--- config.mk ---
export PLATFORM = sky130hd
export DESIGN_NAME = hilo_muldiv_ctrl_flat
export DESIGN_NICKNAME = d
export VERILOG_FILES = /design/src/rtl/hilo_muldiv_ctrl_pkg.sv /design/src/rtl/hilo_muldiv_ctrl_if.sv /design/src/rtl/hilo_muldiv_ctrl_div_iter.sv /design/src/rtl/hilo_muldiv_ctrl.sv /design/src/flat_wrapper.sv
export SDC_FILE = /design/constraint.sdc
export NUM_CORES = 1
export LEC_CHECK = 0
export ABC_AREA = 1
export CORE_MARGIN = 8
export CORE_UTILIZATION = 60
export CTS_BUF_LIST = sky130_fd_sc_hd__clkbuf_16
export DETAILED_ROUTE_END_ITERATION = 16
export PLACE_DENSITY = 0.86
export SLEW_MARGIN = 20
export SYNTH_ARGS = -nofsm -noshare
export SYNTH_HDL_FRONTEND = slang
export SYNTH_HIERARCHICAL = 1
export SYNTH_SLANG_ARGS = --single-unit
export TNS_END_PERCENT = 10
--- constraint.sdc ---
create_clock -name clk -period 3.6 [get_ports clk]
set_input_delay 0.9 -clock clk [delete_from_list [all_inputs] [get_ports clk]]
set_output_delay 0.9 -clock clk [all_outputs]
set_load 0.005 [all_outputs]
--- src/rtl/hilo_muldiv_ctrl_pkg.sv ---
// rtl/hilo_muldiv_ctrl_pkg.sv - shared types and constants for the HI/LO multiply/divide unit
package hilo_muldiv_ctrl_pkg;

  typedef enum logic [2:0] {
    OP_NOP   = 3'd0,
    OP_MULT  = 3'd1,
    OP_MULTU = 3'd2,
    OP_DIV   = 3'd3,
    OP_DIVU  = 3'd4,
    OP_MTHI  = 3'd5,
    OP_MTLO  = 3'd6
  } muldiv_op_t;

  typedef enum logic [1:0] {
    ST_IDLE    = 2'd0,
    ST_MUL     = 2'd1,
    ST_DIV     = 2'd2,
    ST_DIV_FIX = 2'd3
  } muldiv_state_t;

  localparam int DIV_ITERS = 32;

  // Magnitude of a value, only when it is treated as signed and negative.
  function automatic logic [31:0] mag32(input logic [31:0] v, input logic is_signed);
    return (is_signed && v[31]) ? (~v + 32'd1) : v;
  endfunction

endpackage

--- src/rtl/hilo_muldiv_ctrl_if.sv ---
// rtl/hilo_muldiv_ctrl_if.sv - request, multiplier and HI/LO signals of the HI/LO unit
interface hilo_muldiv_ctrl_if;
  import hilo_muldiv_ctrl_pkg::*;

  logic        req_valid;
  muldiv_op_t  req_op;
  logic [31:0] src_a;
  logic [31:0] src_b;
  logic        flush;
  logic        busy;
  logic [31:0] mul_a;
  logic [31:0] mul_b;
  logic        mul_signed;
  logic [31:0] mul_hi;
  logic [31:0] mul_lo;
  logic [31:0] hi;
  logic [31:0] lo;

  modport master (
    output req_valid, req_op, src_a, src_b, flush, mul_hi, mul_lo,
    input  busy, mul_a, mul_b, mul_signed, hi, lo
  );

  modport slave (
    input  req_valid, req_op, src_a, src_b, flush, mul_hi, mul_lo,
    output busy, mul_a, mul_b, mul_signed, hi, lo
  );

endinterface

--- src/rtl/hilo_muldiv_ctrl_div_iter.sv ---
// rtl/hilo_muldiv_ctrl_div_iter.sv - unsigned radix-2 restoring divider, one quotient bit per cycle
module hilo_muldiv_ctrl_div_iter
  import hilo_muldiv_ctrl_pkg::*;
(
  input  logic        clk,
  input  logic        resetn,
  input  logic        i_start,
  input  logic        i_flush,
  input  logic [31:0] i_dividend,
  input  logic [31:0] i_divisor,
  output logic        o_done,
  output logic [31:0] o_quotient,
  output logic [31:0] o_remainder
);

  localparam logic [4:0] LAST_ITER = 5'(DIV_ITERS - 1);

  logic        r_run;
  logic        r_done;
  logic [4:0]  r_cnt;
  logic [31:0] r_dvd;
  logic [31:0] r_dsr;
  logic [31:0] r_quo;
  logic [31:0] r_rem;

  // 33-bit partial remainder so divisors above 2^31 still compare correctly.
  logic [32:0] w_shift;
  logic        w_ge;
  logic [31:0] w_sub;

  assign w_shift = {r_rem, r_dvd[31]};
  assign w_ge    = (w_shift >= {1'b0, r_dsr});
  assign w_sub   = w_shift[31:0] - r_dsr;

  always_ff @(posedge clk or negedge resetn) begin
    if (!resetn) begin
      r_run  <= 1'b0;
      r_done <= 1'b0;
      r_cnt  <= '0;
      r_dvd  <= '0;
      r_dsr  <= '0;
      r_quo  <= '0;
      r_rem  <= '0;
    end else if (i_flush) begin
      r_run  <= 1'b0;
      r_done <= 1'b0;
      r_cnt  <= '0;
    end else if (i_start) begin
      r_run  <= 1'b1;
      r_done <= 1'b0;
      r_cnt  <= '0;
      r_dvd  <= i_dividend;
      r_dsr  <= i_divisor;
      r_quo  <= '0;
      r_rem  <= '0;
    end else if (r_run) begin
      r_rem <= w_ge ? w_sub : w_shift[31:0];
      r_quo <= {r_quo[30:0], w_ge};
      r_dvd <= {r_dvd[30:0], 1'b0};
      r_cnt <= r_cnt + 5'd1;
      if (r_cnt == LAST_ITER) begin
        r_run  <= 1'b0;
        r_done <= 1'b1;
      end
    end
  end

  assign o_done      = r_done;
  assign o_quotient  = r_quo;
  assign o_remainder = r_rem;

endmodule

--- src/rtl/hilo_muldiv_ctrl.sv ---
// rtl/hilo_muldiv_ctrl.sv - execute-stage HI/LO unit: multiply sequencing, divide, HI/LO registers
module hilo_muldiv_ctrl
  import hilo_muldiv_ctrl_pkg::*;
#(
  parameter int MULT_LATENCY = 2
)
(
  input  logic               clk,
  input  logic               resetn,
  hilo_muldiv_ctrl_if.slave  bus
);

  localparam logic [4:0] MUL_LAST = 5'(MULT_LATENCY - 1);
  localparam logic [4:0] DIV_LAST = 5'(DIV_ITERS - 1);

  muldiv_state_t r_state;
  logic [4:0]    r_cnt;
  logic [31:0]   r_hi;
  logic [31:0]   r_lo;
  logic [31:0]   r_mul_a;
  logic [31:0]   r_mul_b;
  logic          r_mul_signed;
  logic          r_div_signed;
  logic          r_dvd_neg;
  logic          r_dsr_neg;
  logic          r_dsr_zero;

  logic        w_accept;
  logic        w_is_div;
  logic        w_op_signed;
  logic        w_div_start;
  logic        w_div_done;
  logic [31:0] w_quo;
  logic [31:0] w_rem;
  logic [31:0] w_quo_fix;
  logic [31:0] w_rem_fix;

  assign w_accept    = bus.req_valid && !bus.flush && (r_state == ST_IDLE);
  assign w_is_div    = (bus.req_op == OP_DIV) || (bus.req_op == OP_DIVU);
  assign w_op_signed = (bus.req_op == OP_DIV);
  assign w_div_start = w_accept && w_is_div;

  hilo_muldiv_ctrl_div_iter u_div_iter (
    .clk         (clk),
    .resetn      (resetn),
    .i_start     (w_div_start),
    .i_flush     (bus.flush),
    .i_dividend  (mag32(bus.src_a, w_op_signed)),
    .i_divisor   (mag32(bus.src_b, w_op_signed)),
    .o_done      (w_div_done),
    .o_quotient  (w_quo),
    .o_remainder (w_rem)
  );

  // A zero divisor keeps the all-ones quotient; the remainder sign fix restores the raw dividend.
  assign w_quo_fix = (r_div_signed && (r_dvd_neg ^ r_dsr_neg) && !r_dsr_zero) ? (~w_quo + 32'd1) : w_quo;
  assign w_rem_fix = (r_div_signed && r_dvd_neg) ? (~w_rem + 32'd1) : w_rem;

  always_ff @(posedge clk or negedge resetn) begin
    if (!resetn) begin
      r_state      <= ST_IDLE;
      r_cnt        <= '0;
      r_hi         <= '0;
      r_lo         <= '0;
      r_mul_a      <= '0;
      r_mul_b      <= '0;
      r_mul_signed <= 1'b0;
      r_div_signed <= 1'b0;
      r_dvd_neg    <= 1'b0;
      r_dsr_neg    <= 1'b0;
      r_dsr_zero   <= 1'b0;
    end else if (bus.flush) begin
      r_state <= ST_IDLE;
      r_cnt   <= '0;
    end else begin
      case (r_state)
        ST_IDLE: begin
          if (w_accept) begin
            case (bus.req_op)
              OP_MULT, OP_MULTU: begin
                r_mul_a      <= bus.src_a;
                r_mul_b      <= bus.src_b;
                r_mul_signed <= (bus.req_op == OP_MULT);
                r_cnt        <= '0;
                r_state      <= ST_MUL;
              end
              OP_DIV, OP_DIVU: begin
                r_div_signed <= w_op_signed;
                r_dvd_neg    <= w_op_signed && bus.src_a[31];
                r_dsr_neg    <= w_op_signed && bus.src_b[31];
                r_dsr_zero   <= (bus.src_b == 32'd0);
                r_cnt        <= '0;
                r_state      <= ST_DIV;
              end
              OP_MTHI: r_hi <= bus.src_a;
              OP_MTLO: r_lo <= bus.src_a;
              default: ;
            endcase
          end
        end
        ST_MUL: begin
          if (r_cnt == MUL_LAST) begin
            r_hi    <= bus.mul_hi;
            r_lo    <= bus.mul_lo;
            r_cnt   <= '0;
            r_state <= ST_IDLE;
          end else begin
            r_cnt <= r_cnt + 5'd1;
          end
        end
        ST_DIV: begin
          if (r_cnt == DIV_LAST) begin
            r_cnt   <= '0;
            r_state <= ST_DIV_FIX;
          end else begin
            r_cnt <= r_cnt + 5'd1;
          end
        end
        ST_DIV_FIX: begin
          if (w_div_done) begin
            r_lo <= w_quo_fix;
            r_hi <= w_rem_fix;
          end
          r_state <= ST_IDLE;
        end
        default: r_state <= ST_IDLE;
      endcase
    end
  end

  assign bus.busy       = (r_state != ST_IDLE);
  assign bus.mul_a      = r_mul_a;
  assign bus.mul_b      = r_mul_b;
  assign bus.mul_signed = r_mul_signed;
  assign bus.hi         = r_hi;
  assign bus.lo         = r_lo;

endmodule

--- src/flat_wrapper.sv ---
// flat-port wrapper written by rule: the top's interface ports become plain ports
module hilo_muldiv_ctrl_flat import hilo_muldiv_ctrl_pkg::*;
#(
  parameter int MULT_LATENCY = 2
)
  (clk, resetn, bus_req_valid, bus_req_op, bus_src_a, bus_src_b, bus_flush, bus_mul_hi, bus_mul_lo, bus_busy, bus_mul_a, bus_mul_b, bus_mul_signed, bus_hi, bus_lo);
  hilo_muldiv_ctrl_if bus_i ();
  input  logic clk;
  input  logic resetn;
  input wire logic [$bits(bus_i.req_valid)-1:0] bus_req_valid;
  input wire logic [$bits(bus_i.req_op)-1:0] bus_req_op;
  input wire logic [$bits(bus_i.src_a)-1:0] bus_src_a;
  input wire logic [$bits(bus_i.src_b)-1:0] bus_src_b;
  input wire logic [$bits(bus_i.flush)-1:0] bus_flush;
  input wire logic [$bits(bus_i.mul_hi)-1:0] bus_mul_hi;
  input wire logic [$bits(bus_i.mul_lo)-1:0] bus_mul_lo;
  output wire logic [$bits(bus_i.busy)-1:0] bus_busy;
  output wire logic [$bits(bus_i.mul_a)-1:0] bus_mul_a;
  output wire logic [$bits(bus_i.mul_b)-1:0] bus_mul_b;
  output wire logic [$bits(bus_i.mul_signed)-1:0] bus_mul_signed;
  output wire logic [$bits(bus_i.hi)-1:0] bus_hi;
  output wire logic [$bits(bus_i.lo)-1:0] bus_lo;
  assign bus_i.req_valid = bus_req_valid;
  assign bus_i.req_op = bus_req_op;
  assign bus_i.src_a = bus_src_a;
  assign bus_i.src_b = bus_src_b;
  assign bus_i.flush = bus_flush;
  assign bus_i.mul_hi = bus_mul_hi;
  assign bus_i.mul_lo = bus_mul_lo;
  assign bus_busy = bus_i.busy;
  assign bus_mul_a = bus_i.mul_a;
  assign bus_mul_b = bus_i.mul_b;
  assign bus_mul_signed = bus_i.mul_signed;
  assign bus_hi = bus_i.hi;
  assign bus_lo = bus_i.lo;
  hilo_muldiv_ctrl #(.MULT_LATENCY(MULT_LATENCY)) u_core (.clk(clk), .resetn(resetn), .bus(bus_i));
endmodule
After elaboration in Yosys (flattened, before gate mapping). Cells that the tools add are included.

Bits in registers: 275. Latch bits: 0. Bits in writable memories: 0. Bits in read-only memories: 0. Output and inout port bits: 130. Memories kept: 0.

Add/subtract/negate cells: 7. Multiply operators: 0. Divide/modulo/power cells: 0. Magnitude comparators: 1. Equality and inequality tests: 22. Shifts and indexed selects: 0. Multiplexer cells: 44. Bitwise gates (word level): 6. Reductions and logical operators: 31.

Operators with widths (count): 32-bit two-way mux (19); 32-bit one-hot mux with 3 select lines (2); 32-bit by 1-bit adder with 32-bit output (second input constant) (4); 32-bit inverter (4); 5-bit two-way mux (8); 33-bit by 32-bit greater-or-equal comparator with 1-bit output (1); 32-bit logical NOT (1); 32-bit subtractor (1); 5-bit one-hot mux with 3 select lines (1); 4-bit AND reduction (3); 6-bit AND reduction (2); 5-bit by 1-bit adder with 5-bit output (second input constant) (2); 5-bit == test (second input constant) (2); 3-bit == test (second input constant) (3); 3-bit by 2-bit inequality test with 1-bit output (second input constant) (3); 3-bit nonzero test (3); 1-bit logical AND (8); 1-bit two-way mux (8); 2-bit two-way mux (4); 2-bit one-hot mux with 4 select lines (1); 3-bit by 2-bit == test with 1-bit output (second input constant) (2); 2-bit inequality test (second input constant) (3); 2-bit AND reduction (3); 5-bit by 1-bit == test with 1-bit output (second input constant) (1); other kinds (17) (22).

Depth between registers and ports, before layout.
Depth in word-level cells: 6. Mapped depth: 16. Depth with buffers taken out: 16.

By module. The synthesis kept the hierarchy.

Modules (own cells, without submodules): hilo_muldiv_ctrl (times used 1, cells each 1621, area each 10553.9 µm², seq. area each 3503.4 µm²); hilo_muldiv_ctrl_div_iter (times used 1, cells each 1211, area each 8415.6 µm², seq. area each 3378.2 µm²).

Least setup slack after synthesis. OpenSTA, ideal clock, no wires.

Path kind: input -> register. From: input bus_req_op[2]. To: register u_core.u_div_iter.r_quo[10], in the netlist u_core/u_div_iter/o_quotient[10]. Library setup time: 0.138 ns. Arrival: 2.375 ns. Slack: 1.086 ns. Stages: 11. Path buffers: 3. Cells stage by stage: inv_2 > nand3_2 > nand2_1 > inv_1 > nor2_4 > buf_2 > nand2_1 > nand2_1 > buf_2 > buf_1 > o22ai_1.

Cells in the longest elaborated chain, start to end: 5. Elaborated cells between the ends (all ways): 7. Classes of those cells: eq/ne (2); mux (1); reduce/logical (4).

Ends and longest elaborated chain: from (decl) (RTL line flat_wrapper.sv:11) `input wire logic [$bits(bus_i.req_op)-1:0] bus_req_op;`; 3-bit by 2-bit == test with 1-bit output / 3-bit == test (equally long branches) (RTL line hilo_muldiv_ctrl.sv:39) `assign w_is_div = (bus.req_op == OP_DIV) || (bus.req_op == OP_DIVU);`; 1-bit logical OR * (RTL line hilo_muldiv_ctrl.sv:39); 1-bit logical AND * (RTL line hilo_muldiv_ctrl.sv:41) `assign w_div_start = w_accept && w_is_div;`; named net u_core.w_div_start (RTL line hilo_muldiv_ctrl.sv:31) `logic w_div_start;`; 2-bit nonzero test (no source line); 2-bit AND reduction (no source line); to (signal assigned) (RTL line hilo_muldiv_ctrl_div_iter.sv:58) `r_quo <= {r_quo[30:0], w_ge};`; to (decl) (RTL line hilo_muldiv_ctrl_div_iter.sv:23) `logic [31:0] r_quo;`.

Mark *: on every way through the listed nets, which the timed path passes. The rest lies on a longest branch. A chain may end at the register's enable or synchronous reset.

Final worst setup path.
From: register u_core.r_state[0]. To: output bus_busy.

Cells in the longest elaborated chain, start to end: 1.

Ends and longest elaborated chain: from (decl) (RTL line hilo_muldiv_ctrl.sv:16) `muldiv_state_t r_state;`; from (signal assigned) (RTL line hilo_muldiv_ctrl.sv:61) `r_state <= ST_IDLE;`; from (signal assigned) (RTL line hilo_muldiv_ctrl.sv:73) `r_state <= ST_IDLE;`; from (signal assigned) (RTL line hilo_muldiv_ctrl.sv:85) `r_state <= ST_MUL;`; 2-bit nonzero test (RTL line hilo_muldiv_ctrl.sv:131) `assign bus.busy = (r_state != ST_IDLE);`; to (decl) (RTL line flat_wrapper.sv:17) `output wire logic [$bits(bus_i.busy)-1:0] bus_busy;`.

No other way between the ends.

==> impl_metrics.env <==
export IMPL_routed_wl_mm=71.21
export IMPL_yosysWarnings=6
export IMPL_cts_resized=0
export IMPL_ir_worst_vdd_mv=0.5958
export IMPL_worst_hold_slack_ps=370.3
export IMPL_grt_pass1_wl_mm=109.2
export IMPL_io_pins=265
export IMPL_syn_inst=2832
export IMPL_dp_hpwl_mm=55.44
export IMPL_cts_root_buf="clkbuf_16"
export IMPL_synth_enable_flop_cells=0
export IMPL_r2r_end="u_core/u_div_iter/o_remainder[21]$_DFFE_PN0P_"
export IMPL_viasPerCell=5.842
export IMPL_drv_cap=0
export IMPL_switching_share_pct=41.66
export IMPL_cts_tree="yes"
export IMPL_max_freq_ghz=0.3306
export IMPL_worstSetupPathType="flop to primary output"
export IMPL_yosysUniqueCellTypes=55
export IMPL_cts_buffer_depth=3
export IMPL_synth_seq_area_share_pct=36.28
export IMPL_clk_latency_ps=570
export IMPL_drtIter0Drc=2505
export IMPL_num_fill_cells=2577
export IMPL_setup_viol=0
export IMPL_layout_commonest_cell="nand2_1"
export IMPL_track_usage_pct=36.42
export IMPL_initial_utilization_pct=60.58
export IMPL_reg2regPathDepth=13
export IMPL_startpoint="u_core/r_state[0]$_DFFE_PN0P_"
export IMPL_relSlewSlack_pct=31.62
export IMPL_p_int_mw=8.931
export IMPL_ys_ff_latch=275
export IMPL_dr_pass1_iters=6
export IMPL_p_switching_mw=6.378
export IMPL_rsz0062_at_grt="no"
export IMPL_die_area_sq_um=37560
export IMPL_port_buffer_count=264
export IMPL_syn_avg_cell_area_sq_um=6.698
export IMPL_cts_num_sinks=275
export IMPL_p_comb_share_pct=47.6
export IMPL_finalPower_mw=15.31
export IMPL_cts_htree_levels=1
export IMPL_seqPwrFrac_pct=33.6
export IMPL_tightest_slew_ps=1025
export IMPL_final_antenna_net_count=0
export IMPL_r2r_setup_slack_ps=570
export IMPL_p_leak_nw=11.72
export IMPL_power_density_nw_per_um2=672.2
export IMPL_worstSetupStartpointType="flop"
export IMPL_coreArea_sq_um=31310
export IMPL_arrival_ps=2130
export IMPL_num_rows=65
export IMPL_fin_tns_setup_ps=0
export IMPL_area_growth_pct=20.06
export IMPL_hold_path_class="primary input to async pin"
export IMPL_path_max_fanout=7
export IMPL_fin_crit_sh_pct=84.03
export IMPL_run_status="completed"
export IMPL_ys_flop_type="dfrtp_1"
export IMPL_end_kind="primary output"
export IMPL_numCtsBuffers=30
export IMPL_post_route_drc_count=0
export IMPL_grt_overflow=0
export IMPL_syn_area_sq_um=18970
export IMPL_syn_nets=3014
export IMPL_gp_congestion=1.063
export IMPL_wire_per_inst_um=20.43
export IMPL_fin_crit_ps=3025
export IMPL_final_max_slew_viol_count=0
export IMPL_die_y_um=193.8
export IMPL_critPathRequiredTime_ps=2700
export IMPL_grt_max_degree=97
export IMPL_p_clk_share_pct=18.8
export IMPL_chipWidth_um=193.8
export IMPL_layout_drive_gt1_share_pct=4.804
export IMPL_antenna_found_initial=3
export IMPL_ys_async_sr_fraction_pct=100.0
export IMPL_layout_common_cells="nand2_1 (924), inv_1 (410), dfrtp_1 (275)"
export IMPL_vias=20360
export IMPL_hold_buffers=0
export IMPL_first_global_vias=19450
export IMPL_hold_viol_final=0
export IMPL_skew_ps=18.31
export IMPL_finish_net_count=3244
export IMPL_post_cts_buffers=0
export IMPL_clk_pin_slew_ps=60
export IMPL_crit_reg2reg_launch="u_core/u_div_iter/o_remainder[14]$_DFFE_PN0P_"
==> worst max-delay path by stage <==
| stage | end | slack, ps | cells after the start |
|---|---|---|---|
| detailed placement | u_core/u_div_iter/r_dvd[28]$_DFFE_PN0P_ | 190 | 14 |
| global placement | u_core/u_div_iter/r_dvd[28]$_DFFE_PN0P_ | 220 | 14 |
| CTS | bus_busy | 600 | 4 |
| floorplan | u_core/u_div_iter/o_quotient[10]$_DFFE_PN0P_ | 1090 | 11 |
| finish | bus_busy | 570 | 4 |
| global route | u_core/u_div_iter/o_remainder[26]$_DFFE_PN0P_ | 410 | 11 |
==> cell usage after synthesis (11+ instances only) <==
cell	number	area share (%)
dfrtp_1	275	36
nand3b_1	30	1.2
ha_1	46	3.0
o22ai_1	30	0.99
buf_2	32	0.84
nand2_2	12	0.40
o21ai_1	31	0.82
buf_1	12	0.24
xor2_1	55	2.5
xnor2_1	15	0.69
buf_6	12	0.71
nand4_1	44	1.5
nor3_1	11	0.29
a21boi_1	25	0.99
clkbuf_1	33	0.65
nand3_1	223	5.9
a21oi_1	75	2.0
nor2_1	257	5.1
o21ai_0	166	4.4
nand2_1	927	18
inv_1	402	8.0
nor2_2	15	0.49
==> flip-flops by register name, summed over array words and instances (netlist names) <==
name / cells
u_core/u_div_iter/o_done: 1
u_core/u_div_iter/r_cnt: 5
u_core/bus.lo: 32
u_core/u_div_iter/r_dsr: 32
u_core/bus.hi: 32
u_core/u_div_iter/o_quotient: 32
u_core/u_div_iter/r_dvd: 32
u_core/bus.mul_a: 32
u_core/r_div_signed: 1
u_core/u_div_iter/r_run: 1
u_core/r_cnt: 5
u_core/u_div_iter/o_remainder: 32
u_core/r_dsr_neg: 1
u_core/bus.mul_signed: 1
u_core/r_dsr_zero: 1
u_core/bus.mul_b: 32
u_core/r_dvd_neg: 1
u_core/r_state: 2
==> through the flow <==
stage	utilization, %	setup slack, ps	std cells	instance area (sq um)
finish	72.74	575.0	3485	22780
global route	72.74	407.7	3485	22780
global placement	69.87	217.8	3432	21880
floorplan	-	1086	2832	18970
detailed placement	69.87	190.9	3432	21880
CTS	72.72	597.1	3483	22770
==> worst max-delay path, stage by stage (launching register included) <==
cell	delay, ps
dfrtp_1	440
inv_1	120
ha_1	290
inv_2	170
clkdlybuf4s50_1	540
==> per-layer routing <==
layer	wire length (um)	global-route usage (%)
met2	31030	56.01
met1	28030	48.47
met4	4162	19.12
met3	7966	6.873
met5	15	0
==> power groups by stage <==
stage	logic, mW	registers (mW)	clock network, mW
after floorplan	4.02	4.99	0
after global placement	6.90	5.09	0
after detailed placement	7.10	5.14	0
after CTS	7.18	5.11	2.90
after global routing	7.94	5.27	3.01
final	7.28	5.15	2.88
==> layout make-up <==
class | instances | area [sq um] | area share [%]
multi-input cells | 2049 | 10050 | 44.12
flip-flops and latches | 275 | 6882 | 30.21
repair buffers | 292 | 2883 | 12.66
inverters | 414 | 1559 | 6.845
clock buffers | 31 | 775.7 | 3.406
well taps | 402 | 503.0 | 2.208
clock inverters | 20 | 118.9 | 0.5219
diodes | 2 | 5.005 | 0.02197
==> logic make-up after synthesis <==
logic type / Yosys count / share of synthesized area (%)
AND/OR/NAND/NOR: 1551 / 34.91
buffers and inverters: 508 / 10.85
AO/OA/AOI/OAI: 380 / 11.54
flip-flops: 275 / 36.28
XOR/XNOR: 70 / 3.232
adder cells (fa/ha/maj): 47 / 3.140
multiplexers: 1 / 0.05936
Note: power is estimated with default switching activity, not from simulation.
